$ cat config.mk
export PLATFORM = sky130hd
export DESIGN_NAME = uart_rx_flat
export DESIGN_NICKNAME = d
export VERILOG_FILES = /design/src/rtl/uart_pkg.sv /design/src/rtl/uart_rx_if.sv /design/src/rtl/uart_rx_sync.sv /design/src/rtl/uart_rx.sv /design/src/flat_wrapper.sv
export SDC_FILE = /design/constraint.sdc
export NUM_CORES = 1
export LEC_CHECK = 0
export ABC_AREA = 1
export BUFFER_PORTS_ARGS = -buffer_cell sky130_fd_sc_hd__buf_2
export CAP_MARGIN = 15
export CORE_AREA = 3 3 45 67
export DETAILED_ROUTE_END_ITERATION = 8
export DIE_AREA = 0 0 48 70
export GPL_TIMING_DRIVEN = 0
export PLACE_DENSITY = 0.62
export SYNTH_ARGS = -nofsm -noshare
export SYNTH_HDL_FRONTEND = slang
export SYNTH_SLANG_ARGS = --single-unit
$ cat constraint.sdc
create_clock -name clk -period 1.5 [get_ports clk]
set_clock_uncertainty 0.05 [all_clocks]
set_input_delay 0.15 -clock clk [delete_from_list [all_inputs] [get_ports clk]]
set_output_delay 0.15 -clock clk [all_outputs]
set_load 0.02 [all_outputs]
$ cat src/rtl/uart_pkg.sv
// Shared types and helpers for the UART receive path.
package uart_pkg;

  typedef enum logic [2:0] {
    IDLE,
    START,
    DATA,
    STOP,
    WAIT_HIGH
  } uart_rx_state_t;

  localparam logic UART_IDLE_LEVEL = 1'b1;

  // Bit-clock index at which a bit window is sampled.
  function automatic int mid_sample(input int clks_per_bit);
    return (clks_per_bit - 1) / 2;
  endfunction

endpackage

$ cat src/rtl/uart_rx_if.sv
// Byte-side handshake plus serial line of the UART receiver; master = receiver, slave = line driver/consumer.
interface uart_rx_if #(
  parameter int DATA_BITS = 8
);
  logic                 rx;
  logic [DATA_BITS-1:0] data;
  logic                 data_valid;
  logic                 data_ready;
  logic                 frame_err;
  logic                 overrun;
  logic                 busy;

  modport master (
    input  rx,
    input  data_ready,
    output data,
    output data_valid,
    output frame_err,
    output overrun,
    output busy
  );

  modport slave (
    output rx,
    output data_ready,
    input  data,
    input  data_valid,
    input  frame_err,
    input  overrun,
    input  busy
  );
endinterface

$ cat src/rtl/uart_rx_sync.sv
// Two-flop synchronizer for asynchronous level inputs; 2 clk latency, flops reset to RST_VAL.
module uart_rx_sync #(
  parameter int               WIDTH   = 1,
  parameter logic [WIDTH-1:0] RST_VAL = '1
) (
  input  logic             clk,
  input  logic             rst_n,
  input  logic [WIDTH-1:0] i_d,
  output logic [WIDTH-1:0] o_q
);
  logic [WIDTH-1:0] r_meta;
  logic [WIDTH-1:0] r_q;

  always_ff @(posedge clk) begin
    if (!rst_n) begin
      r_meta <= RST_VAL;
      r_q    <= RST_VAL;
    end else begin
      r_meta <= i_d;
      r_q    <= r_meta;
    end
  end

  assign o_q = r_q;
endmodule

$ cat src/rtl/uart_rx.sv
// 8N1 UART receiver: mid-bit sampling, byte held on valid/ready until accepted, overrun drops the new byte.
// UART_RX_MAJORITY_EN: each bit is a 2-of-3 vote at MID-1..MID+1 (decision one clk later, needs CLKS_PER_BIT>=3).
module uart_rx
  import uart_pkg::*;
#(
  parameter int CLKS_PER_BIT = 1,
  parameter int DATA_BITS    = 8
) (
  input  logic      clk,
  input  logic      rst_n,
  uart_rx_if.master bus
);
  localparam int MID = mid_sample(CLKS_PER_BIT);
`ifdef UART_RX_MAJORITY_EN
  localparam int SAMP = MID + 1;
`else
  localparam int SAMP = MID;
`endif
  localparam int CW = $clog2(CLKS_PER_BIT + 1);
  localparam int BW = $clog2(DATA_BITS + 1);
  localparam logic [CW-1:0] C_SAMP = CW'(SAMP);
  localparam logic [CW-1:0] C_LAST = CW'(CLKS_PER_BIT - 1);
  localparam logic [BW-1:0] B_LAST = BW'(DATA_BITS - 1);
  localparam logic [BW-1:0] B_ALL  = BW'(DATA_BITS);

  uart_rx_state_t       r_state;
  logic [CW-1:0]        r_clk_cnt;
  logic [BW-1:0]        r_bit_cnt;
  logic [DATA_BITS-1:0] r_shift;
  logic [DATA_BITS-1:0] r_data;
  logic                 r_data_valid;
  logic                 r_frame_err;
  logic                 r_overrun;
  logic                 r_busy;

  logic w_rx_s;
  logic w_bit;
  logic w_at_samp;
  logic w_at_last;
  logic w_last_bit;
  logic w_accept;

  uart_rx_sync #(
    .WIDTH  (1),
    .RST_VAL(UART_IDLE_LEVEL)
  ) u_sync (
    .clk  (clk),
    .rst_n(rst_n),
    .i_d  (bus.rx),
    .o_q  (w_rx_s)
  );

`ifdef UART_RX_MAJORITY_EN
  logic r_h1;
  logic r_h2;

  if (CLKS_PER_BIT < 3) begin : g_cpb_check
    $error("uart_rx: UART_RX_MAJORITY_EN requires CLKS_PER_BIT >= 3");
  end

  always_ff @(posedge clk) begin
    if (!rst_n) begin
      r_h1 <= UART_IDLE_LEVEL;
      r_h2 <= UART_IDLE_LEVEL;
    end else begin
      r_h1 <= w_rx_s;
      r_h2 <= r_h1;
    end
  end

  assign w_bit = (r_h2 & r_h1) | (r_h2 & w_rx_s) | (r_h1 & w_rx_s);
`else
  assign w_bit = w_rx_s;
`endif

  assign w_at_samp  = (r_clk_cnt == C_SAMP);
  assign w_at_last  = (r_clk_cnt == C_LAST);
  assign w_accept   = r_data_valid & bus.data_ready;
  // When the sample and the window end coincide, the count has not yet advanced.
  assign w_last_bit = w_at_samp ? (r_bit_cnt == B_LAST) : (r_bit_cnt == B_ALL);

  always_ff @(posedge clk) begin
    if (!rst_n) begin
      r_state      <= IDLE;
      r_clk_cnt    <= '0;
      r_bit_cnt    <= '0;
      r_shift      <= '0;
      r_data       <= '0;
      r_data_valid <= 1'b0;
      r_frame_err  <= 1'b0;
      r_overrun    <= 1'b0;
      r_busy       <= 1'b0;
    end else begin
      r_frame_err <= 1'b0;
      r_overrun   <= 1'b0;
      if (w_accept) r_data_valid <= 1'b0;

      case (r_state)
        IDLE: begin
          if (w_rx_s != UART_IDLE_LEVEL) begin
            r_busy    <= 1'b1;
            r_bit_cnt <= '0;
            if (CLKS_PER_BIT == 1) begin
              r_state   <= DATA;
              r_clk_cnt <= '0;
            end else begin
              r_state   <= START;
              r_clk_cnt <= CW'(1);
            end
          end
        end

        START: begin
          if (w_at_samp && w_bit == UART_IDLE_LEVEL) begin
            r_state   <= IDLE;
            r_busy    <= 1'b0;
            r_clk_cnt <= '0;
          end else if (w_at_last) begin
            r_state   <= DATA;
            r_clk_cnt <= '0;
          end else begin
            r_clk_cnt <= r_clk_cnt + CW'(1);
          end
        end

        DATA: begin
          if (w_at_samp) begin
            r_shift   <= {w_bit, r_shift[DATA_BITS-1:1]};
            r_bit_cnt <= r_bit_cnt + BW'(1);
          end
          if (w_at_last) begin
            r_clk_cnt <= '0;
            if (w_last_bit) r_state <= STOP;
          end else begin
            r_clk_cnt <= r_clk_cnt + CW'(1);
          end
        end

        STOP: begin
          if (w_at_samp) begin
            r_clk_cnt <= '0;
            if (w_bit == UART_IDLE_LEVEL) begin
              r_state <= IDLE;
              r_busy  <= 1'b0;
              // A same-edge accept frees the holding register for the new byte.
              if (!r_data_valid || w_accept) begin
                r_data       <= r_shift;
                r_data_valid <= 1'b1;
              end else begin
                r_overrun <= 1'b1;
              end
            end else begin
              r_state     <= WAIT_HIGH;
              r_frame_err <= 1'b1;
            end
          end else begin
            r_clk_cnt <= r_clk_cnt + CW'(1);
          end
        end

        WAIT_HIGH: begin
          if (w_rx_s == UART_IDLE_LEVEL) begin
            r_state <= IDLE;
            r_busy  <= 1'b0;
          end
        end

        default: begin
          r_state <= IDLE;
          r_busy  <= 1'b0;
        end
      endcase
    end
  end

  assign bus.data       = r_data;
  assign bus.data_valid = r_data_valid;
  assign bus.frame_err  = r_frame_err;
  assign bus.overrun    = r_overrun;
  assign bus.busy       = r_busy;
endmodule

$ cat src/flat_wrapper.sv
// flat-port wrapper written by rule: the top's interface ports become plain ports
module uart_rx_flat import uart_pkg::*;
#(
  parameter int CLKS_PER_BIT = 1,
  parameter int DATA_BITS    = 8
)
  (clk, rst_n, bus_rx, bus_data_ready, bus_data, bus_data_valid, bus_frame_err, bus_overrun, bus_busy);
  uart_rx_if #(.DATA_BITS(DATA_BITS)) bus_i ();
  input  logic clk;
  input  logic rst_n;
  input wire logic [$bits(bus_i.rx)-1:0] bus_rx;
  input wire logic [$bits(bus_i.data_ready)-1:0] bus_data_ready;
  output wire logic [$bits(bus_i.data)-1:0] bus_data;
  output wire logic [$bits(bus_i.data_valid)-1:0] bus_data_valid;
  output wire logic [$bits(bus_i.frame_err)-1:0] bus_frame_err;
  output wire logic [$bits(bus_i.overrun)-1:0] bus_overrun;
  output wire logic [$bits(bus_i.busy)-1:0] bus_busy;
  assign bus_i.rx = bus_rx;
  assign bus_i.data_ready = bus_data_ready;
  assign bus_data = bus_i.data;
  assign bus_data_valid = bus_i.data_valid;
  assign bus_frame_err = bus_i.frame_err;
  assign bus_overrun = bus_i.overrun;
  assign bus_busy = bus_i.busy;
  uart_rx #(.CLKS_PER_BIT(CLKS_PER_BIT), .DATA_BITS(DATA_BITS)) u_core (.clk(clk), .rst_n(rst_n), .bus(bus_i));
endmodule
==> summary.md <==
| Metric | Value |
|---|---|
| Status | `finished clean` |
| Clock sink count | `29` |
| Average routed wire per standard cell | `between 10 and 15 um` |
| Tmin final | `approximately 1.3 ns` |
| Final period util | `0.877` |
| Die area | `between 0.003 and 0.004 mm2` |
| Post-synth top area share | `0.529` |
| CTS H-tree depth | `2` |
| Clock latency on the worst-skew pair | `roughly 0.33 ns` |
| Post-DRT Antenna Nets | `0` |
| Netlist Area Pre-Place | `0.00110 mm2` |
| Pre-antenna DRT Iters | `4` |
| Area leader, netlist | `dfxtp_1` |
| DR vias/cell | `between 5 and 6` |
| DRT Wirelength | `approximately 2300 um` |
| Hold Path Sink | `u_core.r_bit_cnt[2]` |
| Number of port buffers | `15` |
| WP data arrival | `1.46 ns` |
| Reg2reg start | `u_core.r_state[1]` |
| RR Endpoint | `u_core.bus.data[1]` |
| Pin count of the biggest net entering global routing | `11` |
| Initial antenna violation count | `0` |
| Sum Neg Setup Slack | `0 ns` |
| Hpwl dp | `between 1500 and 2000 um` |
| Final core occ | `0.512` |
| Setup violators final | `0` |
| Root buffer cell | `clkbuf_4` |
| Maximum VDD drop | `roughly 570 uV` |
| Achievable Freq | `roughly 760 MHz` |
| Synth Instances | `between 100 and 150` |
| # Max-Cap Violations | `0` |
| Hold path startpoint | `rst_n` |
| Worst path cell trace | `nand3_1 -> nor2_4 -> nand2_2 -> nand2_1 -> a21oi_1` |
| Leak | `0.522 nW` |
| Num rows | `22` |
| DRC | `0` |
| Total power | `0.00135 W` |
| CTS tree | `done` |
| DIE HEIGHT | `70 um` |
| Post-synthesis cell type count | `19` |
| Number of global-route vias before repair | `approximately 960` |
| Pwr dens | `between 1000 and 1500 mW/mm2` |
| Crit-path slowest cell | `dfxtp_1` |
| Post-synthesis sequential area ratio | `0.529` |
| CP Data Required Time | `1.64 ns` |
| FF+latch count, synth | `29` |
| Syn avg cell area | `7.73 um2` |
| Critical path class | `flop to flop` |
| First DRT Iteration DRCs | `25` |
| Nets@finish | `170` |
| Antenna diode count | `0` |
| Crit-path max FO | `10` |
| Area contributors post-synth | `dfxtp_1 (53%), nand2_1 (13%), a21oi_1 (10%)` |
| Pins over their slew limit | `0` |
| Overflow after GRT | `0` |
| Clock Tree Buf Depth | `2` |
| YS warnings | `0` |
| Reg2Reg Depth | `5` |
| Critical Path End Type | `flop` |
| CP peak stage delay | `between 0.4 and 0.5 ns` |
| TritonCTS Buffers | `5` |
| Final Wtd Congestion | `between 0.9 and 1` |
| Clock slew seen by the registers of the worst setup and hold paths | `about 0.090 ns` |
| RSZ-0062 raised after global routing | `no` |
| Worst slew margin | `0.650` |
| Final Non-Filler Cells | `190` |
| Worst-Margin Slew | `about 0.53 ns` |
| Area Overhead vs Synth | `15.5%` |
| Initial core utilization | `0.443` |
| Die Wd | `between 40 and 50 um` |
| Core ar. | `0.00248 mm2` |
| Dpl cells | `181` |
| HP Class | `input pin to flop` |
| Final Hold Fails | `0` |
| Hold path depth | `3` |
| Top Ports | `16` |
| First-pass GRT wire length | `between 3000 and 4000 um` |
| GRT Util Overall | `0.166` |
| Syn_nets | `around 150` |
| Fraction of layout cells with a size suffix above 1 | `0.187` |
| Via count | `978` |
| Flop2flop setup slack | `around 0.18 ns` |
| CP Launch Type | `flop` |
| Post-CTS sizing | `0` |
==> layout by cell type, fill, tap and decap left out, types with 2 or more instances in the layout <==
cell type   n
a21oi_1    22
buf_2      16
clkbuf_1    3
clkbuf_4    5
clkinv_2    2
dfxtp_1    29
inv_1       7
inv_2       2
nand2_1    38
nand3_1    13
nand4_1     2
nor2_1     12
o21ai_0     4
or2_2       2
==> flip-flops by register name (all words and copies together) (netlist names) <==
name                   cells
u_core.u_sync.r_meta       1
u_core.bus.data            8
u_core.bus.busy            1
u_core.u_sync.o_q          1
u_core.bus.data_valid      1
u_core.bus.frame_err       1
u_core.bus.overrun         1
u_core.r_state             3
u_core.r_shift             8
u_core.r_bit_cnt           4
==> metrics by stage <==
stage | setup slack [ns] | hold slack, ns | area [um2]
4_1_cts | 0.165 | 0.0415 | 1270
3_5_place_dp | 0.183 | 0.297 | 1200
6_report | 0.184 | 0.0572 | 1270
3_3_place_gp | 0.195 | 0.286 | 1200
2_1_floorplan | 0.379 | 0.207 | 1100
5_1_grt | 0.0117 | 0.0574 | 1270
==> final cells by class <==
cell class,instances,area [um2]
Fill cell,237,1210
Sequential cell,29,581
Multi-Input combinational cell,99,459
Timing Repair Buffer,16,85.1
Clock buffer,5,37.5
Inverter,9,33.8
Tap cell,24,30.0
Buffer,5,23.8
Clock inverter,3,17.5
==> synthesized netlist by cell type <==
master / number
o21ai_0: 4
nand3b_1: 1
a31oi_1: 1
a21oi_1: 22
nand4_1: 2
nor2_1: 12
dfxtp_1: 29
inv_1: 7
buf_4: 1
nand2_2: 1
clkbuf_1: 3
or2_2: 2
nor2_4: 1
inv_2: 2
nand2_1: 38
nand3_1: 13
ha_1: 1
buf_2: 1
o211ai_1: 1
==> worst max path at each step <==
| stage | startpoint | endpoint | slack [ns] | cells past startpoint |
|---|---|---|---|---|
| floorplan | u_core.r_state[1] | u_core.bus.data[0] | 0.38 | 5 |
| global placement | u_core.r_state[1] | u_core.bus.data[7] | 0.20 | 5 |
| detailed placement | u_core.r_state[1] | u_core.bus.data[1] | 0.18 | 5 |
| CTS | u_core.r_state[1] | u_core.bus.data[1] | 0.16 | 5 |
| global route | u_core.r_state[1] | u_core.bus.data[1] | 0.01 | 5 |
| finish | u_core.r_state[1] | u_core.bus.data[1] | 0.18 | 5 |
==> critical path: cells and delay by family, from the launching register on <==
| family | cells | cell delay, ns |
|---|---|---|
| AOI/OAI and AO/OA | 1 | 0.06 |
| and+or+nand+nor | 4 | 0.64 |
| DFF | 1 | 0.44 |
==> per-layer routing <==
metal / share of wire / track usage
met5: 0 / 0
met4: 0.0075 / 0.111
met3: 0.045 / 0.0696
met2: 0.51 / 0.256
met1: 0.44 / 0.170
==> repair_timing <==
| item | in CTS | in global routing |
|---|---|---|
| endpoints found under the hold margin | 1 | 0 |
| buffers inserted | 0 | 0 |
| hold buffers | 1 | 0 |
==> where the power goes <==
part / internal (W) / switching [W]
clock network: 0.000176 / 0.000278
logic: 0.0000325 / 0.0000624
registers: 0.000785 / 0.0000142
==> cell families (layout without fill, tap and decap cells) <==
group | count (synthesis) | count (layout) | synth area share
flip-flops | 29 | 29 | 0.529
adder cells (fa/ha/maj) | 1 | 1 | 0.0114
AO/OA/AOI/OAI | 28 | 28 | 0.131
buffers and inverters | 14 | 38 | 0.0525
AND/OR/NAND/NOR | 70 | 70 | 0.276
Power figures use the tool's default switching activity.
